===== src/rtl/cache_controller_pkg.sv =====
// rtl/cache_controller_pkg.sv - shared cache types: memory operations and controller states
package torrence_types;

   // Requester and higher-memory operation encoding
   typedef enum logic {
      LOAD  = 1'b0,
      STORE = 1'b1
   } memory_operation_e;

   // Cache controller sequencing states
   typedef enum logic [1:0] {
      IDLE      = 2'd0,
      WRITEBACK = 2'd1,
      ALLOCATE  = 2'd2
   } cache_state_e;

endpackage


===== src/rtl/cache_controller_if.sv =====
// rtl/cache_controller_if.sv - control/status bundle between cache controller and cache datapath
interface cache_internal_if;

   // controller -> datapath
   logic miss_recovery_mode;
   logic set_hmem_block_address;
   logic use_victim_tag_for_hmem_block_address;
   logic process_lru_counters;
   logic clear_selected_valid_bit;
   logic finish_new_line_install;
   logic clear_selected_dirty_bit;
   logic set_selected_dirty_bit;
   logic perform_write;
   logic reset_counter;
   logic decrement_counter;
   logic count_hit;
   logic count_miss;
   logic count_read;
   logic count_write;

   // datapath -> controller
   logic valid_block_match;
   logic valid_dirty_bit;
   logic counter_done;

   modport controller (
      output miss_recovery_mode, set_hmem_block_address,
             use_victim_tag_for_hmem_block_address, process_lru_counters,
             clear_selected_valid_bit, finish_new_line_install,
             clear_selected_dirty_bit, set_selected_dirty_bit, perform_write,
             reset_counter, decrement_counter, count_hit, count_miss,
             count_read, count_write,
      input  valid_block_match, valid_dirty_bit, counter_done
   );

   modport datapath (
      input  miss_recovery_mode, set_hmem_block_address,
             use_victim_tag_for_hmem_block_address, process_lru_counters,
             clear_selected_valid_bit, finish_new_line_install,
             clear_selected_dirty_bit, set_selected_dirty_bit, perform_write,
             reset_counter, decrement_counter, count_hit, count_miss,
             count_read, count_write,
      output valid_block_match, valid_dirty_bit, counter_done
   );

endinterface


===== src/rtl/cache_controller.sv =====
// rtl/cache_controller.sv - hit/miss sequencing FSM with dirty writeback and line refill
module cache_controller
   import torrence_types::*;
#(
   parameter int LINE_SIZE = 32,
   parameter int READ_ONLY = 0
) (
   input  logic              clk,
   input  logic              reset_n,
   input  logic              req_valid,
   input  memory_operation_e req_operation,
   output logic              req_fulfilled,
   output logic              hmem_req_valid,
   output memory_operation_e hmem_req_operation,
   input  logic              hmem_req_fulfilled,
   cache_internal_if.controller internal_if
);

   // The beat counter lives in the datapath; the line size only has to be whole words.
   if (LINE_SIZE < 4 || (LINE_SIZE % 4) != 0) begin : g_bad_line_size
      $error("cache_controller: LINE_SIZE must be a positive multiple of 4");
   end

   localparam bit HAS_DIRTY = (READ_ONLY == 0);

   cache_state_e state_q, state_d;
   logic         replay_q, replay_d;

   // State and replay registers with synchronous active-low reset
   always_ff @(posedge clk) begin
      if (!reset_n) begin
         state_q  <= IDLE;
         replay_q <= 1'b0;
      end else begin
         state_q  <= state_d;
         replay_q <= replay_d;
      end
   end

   // Next state and all control outputs; everything is held at 0 while reset is asserted
   always_comb begin
      state_d            = state_q;
      replay_d           = replay_q;
      req_fulfilled      = 1'b0;
      hmem_req_valid     = 1'b0;
      hmem_req_operation = LOAD;
      internal_if.miss_recovery_mode                    = 1'b0;
      internal_if.set_hmem_block_address                = 1'b0;
      internal_if.use_victim_tag_for_hmem_block_address = 1'b0;
      internal_if.process_lru_counters                  = 1'b0;
      internal_if.clear_selected_valid_bit              = 1'b0;
      internal_if.finish_new_line_install               = 1'b0;
      internal_if.clear_selected_dirty_bit              = 1'b0;
      internal_if.set_selected_dirty_bit                = 1'b0;
      internal_if.perform_write                         = 1'b0;
      internal_if.reset_counter                         = 1'b0;
      internal_if.decrement_counter                     = 1'b0;
      internal_if.count_hit                             = 1'b0;
      internal_if.count_miss                            = 1'b0;
      internal_if.count_read                            = 1'b0;
      internal_if.count_write                           = 1'b0;

      if (reset_n) begin
         unique case (state_q)
            IDLE: begin
               if (req_valid) begin
                  // The post-refill retry is the same request; it must not be counted twice.
                  if (!replay_q) begin
                     internal_if.count_read  = (req_operation == LOAD);
                     internal_if.count_write = (req_operation == STORE);
                  end
                  if (!HAS_DIRTY && req_operation == STORE) begin
                     // A read-only cache acknowledges stores without touching the array.
                     req_fulfilled = 1'b1;
                     replay_d      = 1'b0;
                  end else if (internal_if.valid_block_match) begin
                     req_fulfilled                    = 1'b1;
                     internal_if.process_lru_counters = 1'b1;
                     internal_if.count_hit            = !replay_q;
                     if (req_operation == STORE) begin
                        internal_if.perform_write          = 1'b1;
                        internal_if.set_selected_dirty_bit = 1'b1;
                     end
                     replay_d = 1'b0;
                  end else begin
                     internal_if.count_miss             = !replay_q;
                     internal_if.set_hmem_block_address = 1'b1;
                     internal_if.reset_counter          = 1'b1;
                     if (HAS_DIRTY && internal_if.valid_dirty_bit) begin
                        internal_if.use_victim_tag_for_hmem_block_address = 1'b1;
                        state_d = WRITEBACK;
                     end else begin
                        // Invalidate first so an aborted refill never leaves a half-filled valid line.
                        internal_if.clear_selected_valid_bit = 1'b1;
                        state_d = ALLOCATE;
                     end
                  end
               end
            end

            WRITEBACK: begin
               internal_if.miss_recovery_mode = 1'b1;
               hmem_req_valid                 = 1'b1;
               hmem_req_operation             = STORE;
               if (hmem_req_fulfilled) begin
                  internal_if.decrement_counter = 1'b1;
                  if (internal_if.counter_done) begin
                     // Last victim word out: retarget the address to the requested line.
                     internal_if.clear_selected_dirty_bit = 1'b1;
                     internal_if.clear_selected_valid_bit = 1'b1;
                     internal_if.set_hmem_block_address   = 1'b1;
                     internal_if.reset_counter            = 1'b1;
                     state_d = ALLOCATE;
                  end
               end
            end

            ALLOCATE: begin
               internal_if.miss_recovery_mode = 1'b1;
               hmem_req_valid                 = 1'b1;
               hmem_req_operation             = LOAD;
               if (hmem_req_fulfilled) begin
                  internal_if.perform_write     = 1'b1;
                  internal_if.decrement_counter = 1'b1;
                  if (internal_if.counter_done) begin
                     internal_if.finish_new_line_install = 1'b1;
                     replay_d = 1'b1;
                     state_d  = IDLE;
                  end
               end
            end

            default: state_d = IDLE;
         endcase
      end
   end

endmodule


===== src/flat_wrapper.sv =====
// flat-port wrapper written by rule: the top's interface ports become plain ports
module cache_controller_flat import torrence_types::*;
#(
   parameter int LINE_SIZE = 32,
   parameter int READ_ONLY = 0
)
  (clk, reset_n, req_valid, req_operation, req_fulfilled, hmem_req_valid, hmem_req_operation, hmem_req_fulfilled, internal_if_miss_recovery_mode, internal_if_set_hmem_block_address, internal_if_use_victim_tag_for_hmem_block_address, internal_if_process_lru_counters, internal_if_clear_selected_valid_bit, internal_if_finish_new_line_install, internal_if_clear_selected_dirty_bit, internal_if_set_selected_dirty_bit, internal_if_perform_write, internal_if_reset_counter, internal_if_decrement_counter, internal_if_count_hit, internal_if_count_miss, internal_if_count_read, internal_if_count_write, internal_if_valid_block_match, internal_if_valid_dirty_bit, internal_if_counter_done);
  cache_internal_if internal_if_i ();
  input  logic clk;
  input  logic reset_n;
  input  logic req_valid;
  input  memory_operation_e req_operation;
  output logic req_fulfilled;
  output logic hmem_req_valid;
  output memory_operation_e hmem_req_operation;
  input  logic hmem_req_fulfilled;
  output wire logic [$bits(internal_if_i.miss_recovery_mode)-1:0] internal_if_miss_recovery_mode;
  output wire logic [$bits(internal_if_i.set_hmem_block_address)-1:0] internal_if_set_hmem_block_address;
  output wire logic [$bits(internal_if_i.use_victim_tag_for_hmem_block_address)-1:0] internal_if_use_victim_tag_for_hmem_block_address;
  output wire logic [$bits(internal_if_i.process_lru_counters)-1:0] internal_if_process_lru_counters;
  output wire logic [$bits(internal_if_i.clear_selected_valid_bit)-1:0] internal_if_clear_selected_valid_bit;
  output wire logic [$bits(internal_if_i.finish_new_line_install)-1:0] internal_if_finish_new_line_install;
  output wire logic [$bits(internal_if_i.clear_selected_dirty_bit)-1:0] internal_if_clear_selected_dirty_bit;
  output wire logic [$bits(internal_if_i.set_selected_dirty_bit)-1:0] internal_if_set_selected_dirty_bit;
  output wire logic [$bits(internal_if_i.perform_write)-1:0] internal_if_perform_write;
  output wire logic [$bits(internal_if_i.reset_counter)-1:0] internal_if_reset_counter;
  output wire logic [$bits(internal_if_i.decrement_counter)-1:0] internal_if_decrement_counter;
  output wire logic [$bits(internal_if_i.count_hit)-1:0] internal_if_count_hit;
  output wire logic [$bits(internal_if_i.count_miss)-1:0] internal_if_count_miss;
  output wire logic [$bits(internal_if_i.count_read)-1:0] internal_if_count_read;
  output wire logic [$bits(internal_if_i.count_write)-1:0] internal_if_count_write;
  input wire logic [$bits(internal_if_i.valid_block_match)-1:0] internal_if_valid_block_match;
  input wire logic [$bits(internal_if_i.valid_dirty_bit)-1:0] internal_if_valid_dirty_bit;
  input wire logic [$bits(internal_if_i.counter_done)-1:0] internal_if_counter_done;
  assign internal_if_miss_recovery_mode = internal_if_i.miss_recovery_mode;
  assign internal_if_set_hmem_block_address = internal_if_i.set_hmem_block_address;
  assign internal_if_use_victim_tag_for_hmem_block_address = internal_if_i.use_victim_tag_for_hmem_block_address;
  assign internal_if_process_lru_counters = internal_if_i.process_lru_counters;
  assign internal_if_clear_selected_valid_bit = internal_if_i.clear_selected_valid_bit;
  assign internal_if_finish_new_line_install = internal_if_i.finish_new_line_install;
  assign internal_if_clear_selected_dirty_bit = internal_if_i.clear_selected_dirty_bit;
  assign internal_if_set_selected_dirty_bit = internal_if_i.set_selected_dirty_bit;
  assign internal_if_perform_write = internal_if_i.perform_write;
  assign internal_if_reset_counter = internal_if_i.reset_counter;
  assign internal_if_decrement_counter = internal_if_i.decrement_counter;
  assign internal_if_count_hit = internal_if_i.count_hit;
  assign internal_if_count_miss = internal_if_i.count_miss;
  assign internal_if_count_read = internal_if_i.count_read;
  assign internal_if_count_write = internal_if_i.count_write;
  assign internal_if_i.valid_block_match = internal_if_valid_block_match;
  assign internal_if_i.valid_dirty_bit = internal_if_valid_dirty_bit;
  assign internal_if_i.counter_done = internal_if_counter_done;
  cache_controller #(.LINE_SIZE(LINE_SIZE), .READ_ONLY(READ_ONLY)) u_core (.clk(clk), .reset_n(reset_n), .req_valid(req_valid), .req_operation(req_operation), .req_fulfilled(req_fulfilled), .hmem_req_valid(hmem_req_valid), .hmem_req_operation(hmem_req_operation), .hmem_req_fulfilled(hmem_req_fulfilled), .internal_if(internal_if_i));
endmodule

===== config.mk =====
export PLATFORM = sky130hd
export DESIGN_NAME = cache_controller_flat
export DESIGN_NICKNAME = d
export VERILOG_FILES = /design/src/rtl/cache_controller_pkg.sv /design/src/rtl/cache_controller_if.sv /design/src/rtl/cache_controller.sv /design/src/flat_wrapper.sv
export SDC_FILE = /design/constraint.sdc
export NUM_CORES = 1
export LEC_CHECK = 0
export CAP_MARGIN = 5
export CORE_AREA = 2 2 39 41
export CTS_BUF_LIST = sky130_fd_sc_hd__clkbuf_8
export DETAILED_ROUTE_END_ITERATION = 8
export DIE_AREA = 0 0 41 43
export GPL_TIMING_DRIVEN = 0
export PLACE_DENSITY_LB_ADDON = 0.2
export SYNTH_ARGS = -nofsm -noshare
export SYNTH_HDL_FRONTEND = slang
export SYNTH_SLANG_ARGS = --single-unit
export TNS_END_PERCENT = 50

===== constraint.sdc =====
create_clock -name clk -period 1.4 [get_ports clk]
set_clock_uncertainty 0.15 [all_clocks]
set_input_delay 0.28 -clock clk [delete_from_list [all_inputs] [get_ports clk]]
set_output_delay 0.28 -clock clk [all_outputs]
set_load 0.05 [all_outputs]

======== After elaboration in Yosys (flattened, before gate mapping) ========
Index checks and enable logic that the tools add are counted.
cells by class
  eq/ne operators ......................... 9
  multiplexer cells ....................... 67
  bitwise logic cells ..................... 1
  reduce and logical (&&, ||, !) cells .... 6
operator list
  kind                                                 number
  two-way mux 1 bit                                    55
  two-way mux 2 bit                                    7
  != test 2 bit, second input constant                 7
  case mux 1 bit (2 select lines)                      4
  case mux 2 bit (3 select lines)                      1
  AND reduction 6 bit                                  1
  AND reduction 5 bit                                  1
  equality test 2 x 1 -> 1 bit, second input constant  1
  equality test 2 bit, second input constant           1
  zero test 2 bit                                      1
  nonzero test 2 bit                                   1
  OR reduction 2 bit                                   1
  zero test 1 bit                                      1
  inverter 1 bit                                       1
storage, ports and cells
  register bits after elaboration ......... 3
  bits of input ports ..................... 8
  output and inout port bits .............. 18
  logic and storage cells ................. 85

======== Longest topological paths before layout ========
Gate-level depths: netlist (run 1).
  depth after elaboration ................. 5
  gate-level depth with buffers ........... 6
  gate-level depth less buffers ........... 6

======== Worst setup path before layout (run 1) ========
No wires, ideal clock.
  path kind ............................... reg2out
  start ................................... register u_core.state_q[0]
  end ..................................... output internal_if_set_selected_dirty_bit
  arrival time ............................ 2,063 ps
  data required time ...................... 970 ps
  slack ................................... -1,093 ps
  cell stages (with the launch flop) ...... 6
  path buffers ............................ 0
  cells stage by stage .................... dfxtp_1 > inv_1 > ha_1 > nand3_1 > nor2_1 > and2_1
on the way
  cells in the longest elaborated chain, start to end .. 3
RTL lines
  element                   RTL line                source
  start: declaration        cache_controller.sv:26  cache_state_e state_q, state_d;
  start signal: assignment  cache_controller.sv:35  state_q <= state_d;
  zero test 2 bit           cache_controller.sv:64  unique case (state_q)
  two-way mux 1 bit         cache_controller.sv:64
  two-way mux 1 bit         cache_controller.sv:63  if (reset_n) begin
  end: declaration          flat_wrapper.sv:24      output wire logic [$bits(internal_if_i.set_selected_dirty_bit)-1:0] internal_if_set_selected_dirty_bit;
No other way between the ends.

======== Final worst setup path (run 1) ========
Same ends and word-level chain as after synthesis.

==> flow_metrics.tcl, run 1 <==
set metrics [dict create \
    switchingPower_uw 752 \
    nFillCells 108 \
    io_buffer_count 25 \
    hold_path_startpoint "internal_if_valid_dirty_bit" \
    crit_path_end_kind "output pin" \
    cts_buffer_depth 2 \
    syn-num-nets 64 \
    critPathSlowestCell "dfxtp_4" \
    postSynthCellCount 52 \
    grt_usage_pct 17.3 \
    yosysWarningCount 0 \
    wl_per_cell_microns 12.7 \
    final-setup-viol-count 21 \
    reg2reg_to "u_core.state_q[0]" \
    clockRootBuffer "clkbuf_8" \
    r2r_slack_ps -340 \
    synth_top_area_share_pct 16.6 \
    max_slew.worst_pin.slew_ps 419 \
    ant_nets 0 \
    fin_nets 99 \
    path_buf_inv 2 \
    hold_depth 4 \
    ys_ff_latch 3 \
    cpPeakStageDelay_ps 350 \
    ios 26 \
    synthArstFlopShare_pct 0 \
    antenna_found_initial 0 \
    synthTopCellsByArea "dfxtp_1 (17%), ha_1 (14%), inv_1 (7.3%)" \
    floorplan.die_area_sq_um 1760 \
    fin_cells 102 \
    cts_tree "built" \
    hold_path_class "in2reg" \
    htree_levels 1 \
    syn_avg_cell_area_sq_um 6.95 \
    grt_max_degree 7 \
    synth-simple-area-share_pct 34.3 \
    layout-drive-gt1-share_pct 69.8 \
    synth_edf_count 0 \
    power_density_nw_per_um2 1580 \
    grt_pass1_wl_microns 2100 \
    violations "negative setup slack" \
    cellInternalPower_uw 808 \
    synthAdderAreaFrac_pct 13.8 \
    crit_family "simple AND/OR/NAND/NOR gates" \
    muxShareOfSynthArea_pct 3.11 \
    num_rows 14 \
    synth-seq-area-share_pct 16.6 \
    start_util_pct 26.1 \
    die-width_microns 41 \
    synth-xor-area-share_pct 0 \
    cp_max_fo 6 \
    seqPwrFrac_pct 12.4 \
    cts_sinks 3 \
    crit_type "reg2out" \
    place_hpwl_microns 904 \
    antenna_cells 0 \
    crit_arrival_ps 1410 \
    drtPass1Iterations 4 \
    syn2layout_area_growth_pct 173 \
    fin_crit_ps 1840 \
    synth_flop_cell "dfxtp_1" \
    leakage_uw 0.000426 \
    holdWs_ps 374 \
    grt-ovfl-total 0 \
    drv_cap 0 \
    synth-compound-area-share_pct 17.6 \
    path_clk_slew_ps 30 \
    hold_violations 0 \
    crit_path_start_kind "flip-flop" \
    drt_iter0_markers 5 \
    cp_data_required_time_ps 970 \
    grt_pass1_vias 545 \
    rsz0062_at_grt "yes" \
    fin_crit_sh_pct 131 \
    status "finished with violations" \
    wl_microns 1300 \
    pre_cts_ws_ps -1310 \
    viasPerCell 5.04 \
    yosysMostFrequentCell "inv_1" \
    via_count 514 \
    max_freq_mhz 543 \
    maxSlewViolCount 0 \
    drc 0 \
    gp_congestion 0.755 \
    synth_top_family_by_area "simple AND/OR/NAND/NOR gates" \
    syn-cell-area_sq_um 362 \
    worstReg2RegStart "u_core.state_q[0]" \
    min_to "u_core.state_q[0]" \
    yosysTopAreaCell "dfxtp_1" \
    clock_latency_ps 210 \
    p_sw_share_pct 48.2 \
    core_sq_um 1380 \
    maxSlewHeadroom_pct 72.0 \
    die_h_microns 43 \
    setup_ws_ps -441 \
    dp_cells 93 \
    reg2reg_depth 7 \
    path_cells "inv_6, ha_4, nand3_4, nor2_4, and2_4, buf_8" \
    synthDistinctLibCells 21 \
    peakVddDrop_v 0.00124 \
    pwr-share-comb_pct 72.3 \
    power_frac_clock_pct 15.4 \
    cts_buffers 3 \
    synth_common_cells "inv_1 (7), nor3_1 (5), a21oi_1 (4), ha_1 (4), nand2_1 (4)" \
]
-- how the worst max path moves through the flow --
stage                                                    end               from  slack [ps]  cells past startpoint
after global routing      internal_if_set_hmem_block_address  u_core.state_q[1]        -490                      7
final                     internal_if_set_selected_dirty_bit  u_core.state_q[0]        -440                      6
after detailed placement  internal_if_set_selected_dirty_bit          req_valid       -1310                      5
after CTS                 internal_if_set_selected_dirty_bit  u_core.state_q[0]        -440                      6
after global placement    internal_if_set_selected_dirty_bit          req_valid       -1290                      5
after floorplan           internal_if_set_selected_dirty_bit  u_core.state_q[1]        -410                      5
-- cells in the final DEF, fill, tap and decap left out --
master and instances:
dlymetal6s2s_1 1, buf_4 7, nor3_4 5, nand2_8 1
a2bb2oi_1 1, dfxtp_4 2, clkdlybuf4s15_1 1, a211oi_2 1
nor2b_4 1, a221oi_2 1, nand3_4 3, and2_4 2
inv_2 3, ha_4 4, a21oi_1 2, buf_2 1
nor2_4 1, nand2_1 2, buf_8 6, mux2_1 1
clkbuf_8 3, inv_1 4, nand4_1 1, nand2_2 1
dlygate4sd2_1 5, and3_1 1, nor2_1 2, nor3b_4 1
inv_6 2, and2_1 1, dfxtp_1 1, a21oi_2 2
buf_6 12, nand2b_1 2, a211oi_1 1, o21ai_4 1
-- stage by stage --
step	util [%]	cell area (sq um)	power, uW	setup TNS (ps)
6_report	71.4	988	1560	-6940
5_1_grt	71.4	988	1640	-7920
4_1_cts	68.4	946	1460	-7070
3_5_place_dp	58.5	810	1070	-22600
3_3_place_gp	58.5	810	1060	-22350
2_1_floorplan	-	539	845	-4130
-- what timing repair did --
action / CTS / global route
hold buffers: 0 / 0
cloned: 0 / 0
buffers inserted: 4 / 1
pin swaps: 5 / 1
setup endpoints to repair: 21 / 21
gates resized for setup: 144 / 11
-- area by class of cell --
class / count / area (sq um) / share of cell area, %
Multi-Input combinational cell: 38 / 467 / 47.2
Timing Repair Buffer: 30 / 319 / 32.3
Sequential cell: 3 / 67.6 / 6.84
Clock buffer: 3 / 41.3 / 4.18
Inverter: 8 / 40.0 / 4.05
Buffer: 3 / 30.0 / 3.04
Tap cell: 16 / 20.0 / 2.03
Clock inverter: 1 / 3.75 / 0.380
-- metal layers --
metal / global-route usage (%) / vias to the layer above / wire length, microns
li1: - / 244 / -
met1: 16.1 / 244 / 428
met2: 30.3 / 26 / 734
met3: 7.33 / 0 / 131
met4: 7.33 / 0 / 0
met5: 0 / - / 0
-- worst min-delay path, cell delays in order --
cell	delay [ps]
dlymetal6s2s_1	170
nand2_1	80
mux2_1	130
nor2_1	40
-- logic make-up after synthesis --
kind of cell,after synthesis
adder cells (fa/ha/maj),4
AND/OR/NAND/NOR,24
multiplexers,1
buffers and inverters,11
AO/OA/AOI/OAI,9
flip-flops,3
-- flip-flops by register name, summed over array words and instances (netlist names) --
register / count
u_core.state_q: 2
u_core.replay_q: 1
-- power groups by stage --
stage / combinational [uW] / clock (uW) / sequential, uW
2_1_floorplan: 686 / 0 / 159
6_report: 1130 / 240 / 193
3_5_place_dp: 902 / 0 / 168
5_1_grt: 1190 / 254 / 197
4_1_cts: 1040 / 244 / 180
3_3_place_gp: 896 / 0 / 164
(Power assumes the default switching activity.)
==> run 2: changes to the inputs <==
--- a/config.mk
+++ b/config.mk
@@ -7,10 +7,11 @@
 export LEC_CHECK = 0
 export CAP_MARGIN = 5
 export CORE_AREA = 2 2 39 41
-export CTS_BUF_LIST = sky130_fd_sc_hd__clkbuf_8
+export CTS_BUF_LIST = sky130_fd_sc_hd__clkbuf_4
 export DETAILED_ROUTE_END_ITERATION = 8
 export DIE_AREA = 0 0 41 43
 export GPL_TIMING_DRIVEN = 0
+export MAX_ROUTING_LAYER = met4
 export PLACE_DENSITY_LB_ADDON = 0.2
 export SYNTH_ARGS = -nofsm -noshare
 export SYNTH_HDL_FRONTEND = slang
==> flow_metrics.tcl, run 2 (same netlist as run 1, synthesis figures left out) <==
set metrics [dict create \
    clockRootBuffer "clkbuf_4" \
    fin_nets 97 \
    drv_cap 0 \
    final-setup-viol-count 21 \
    ios 26 \
    die-width_microns 41 \
    r2r_slack_ps -250 \
    hold_depth 2 \
    die_h_microns 43 \
    ant_nets 0 \
    viasPerCell 5.06 \
    hold_path_class "reg2reg" \
    htree_levels 1 \
    path_cells "inv_6, ha_4, nand3_4, nor2_4, and2_4, buf_8" \
    peakVddDrop_v 0.000930 \
    path_clk_slew_ps 30 \
    grt_pass1_vias 485 \
    cts_sinks 3 \
    holdWs_ps 439 \
    max_freq_mhz 535 \
    cp_max_fo 6 \
    gp_congestion 0.765 \
    via_count 506 \
    leakage_uw 0.000400 \
    pre_cts_ws_ps -1310 \
    rsz0062_at_grt "yes" \
    place_hpwl_microns 904 \
    violations "negative setup slack" \
    grt_usage_pct 16.6 \
    power_density_nw_per_um2 1520 \
    cts_tree "built" \
    crit_family "simple AND/OR/NAND/NOR gates" \
    placed_area_sq_um 810 \
    critPathSlowestCell "dfxtp_4" \
    largestRegisters "u_core.state_q (2), u_core.replay_q (1)" \
    layout.cells.most_common "buf_6" \
    num_rows 14 \
    io_buffer_count 25 \
    antenna_cells 0 \
    path_buf_inv 2 \
    largest_reg_flops 2 \
    maxSlewViolCount 0 \
    cpPeakStageDelay_ps 350 \
    hold_path_startpoint "u_core.state_q[1]" \
    clock_latency_ps 230 \
    floorplan.die_area_sq_um 1760 \
    status "finished with violations" \
    cts_buffer_depth 2 \
    cts_buffers 3 \
    reg2reg_depth 6 \
    max_slew.worst_pin.slew_ps 416 \
    crit_type "reg2out" \
    wl_per_cell_microns 11.9 \
    cp_data_required_time_ps 970 \
    grt_max_degree 7 \
    crit_path_end_kind "output pin" \
    hold_violations 0 \
    crit_arrival_ps 1440 \
    fin_crit_ps 1870 \
    start_util_pct 26.1 \
    final_area_sq_um 951 \
    grt_pass1_wl_microns 1950 \
    drc 0 \
    finalPower_uw 1450 \
    syn2layout_area_growth_pct 163 \
    grt-ovfl-total 0 \
    layout-drive-gt1-share_pct 69.0 \
    postCtsHoldBufs 0 \
    min_to "u_core.state_q[1]" \
    fin_crit_sh_pct 134 \
    drt_iter0_markers 2 \
    maxSlewHeadroom_pct 72.2 \
    wl_microns 1190 \
    antenna_found_initial 0 \
    fin_util_pct 68.7 \
    largest-register "u_core.state_q" \
    reg2reg_to "u_core.state_q[0]" \
    drtPass1Iterations 4 \
    worstReg2RegStart "u_core.state_q[0]" \
    core_sq_um 1380 \
    crit_path_start_kind "flip-flop" \
    layout_common_cells "buf_6 (11), buf_8 (7), dlygate4sd2_1 (6)" \
    setup_ws_ps -470 \
]
==> run 2: worst max path at each step <==
stage                                                     to  slack (ps)              start  cells past startpoint
after detailed placement  internal_if_set_selected_dirty_bit       -1310          req_valid                      5
final                     internal_if_set_selected_dirty_bit        -470  u_core.state_q[1]                      6
after global placement    internal_if_set_selected_dirty_bit       -1290          req_valid                      5
after floorplan           internal_if_set_selected_dirty_bit        -410  u_core.state_q[1]                      5
after CTS                 internal_if_set_selected_dirty_bit        -480  u_core.state_q[0]                      6
after global routing      internal_if_set_hmem_block_address        -530  u_core.state_q[1]                      7
==> run 2: stage by stage <==
step                setup TNS, ps  std cells
CTS                         -7300         99
detailed placement         -22600         93
floorplan                   -4130         52
global placement           -22350         93
global route                -8420        100
finish                      -7080        100
==> run 2: area by class of cell <==
| type | count | area, sq um |
|---|---|---|
| plain buffers | 3 | 30.0 |
| well taps | 16 | 20.0 |
| inverters | 8 | 40.0 |
| repair buffers | 28 | 304 |
| fillers | 116 | 433 |
| flip-flops and latches | 3 | 67.6 |
| clock buffers | 4 | 30.0 |
| multi-input cells | 38 | 459 |
==> run 2: repair_timing <==
action | in CTS | in global routing
resized for setup | 144 | 8
pin swaps | 6 | 2
buffers inserted | 2 | 1
endpoints found under the setup margin | 21 | 21
==> run 2: per-layer routing <==
metal | track usage [%] | vias up | part of all wire, %
met4 | 6.67 | 0 | 1.7
met5 | - | - | 0
met3 | 7.33 | 2 | 9.2
met1 | 16.7 | 238 | 35
met2 | 26.6 | 23 | 54
li1 | - | 243 | -
==> run 2: where the power goes <==
part	internal, uW	switching (uW)
combinational	482	602
sequential	126	65.1
clock	126	43.3
==> run 2: worst min-delay path: stages, from the launching register on <==
cell,delay [ps]
dfxtp_4,350
nor2_1,130
a211oi_2,60
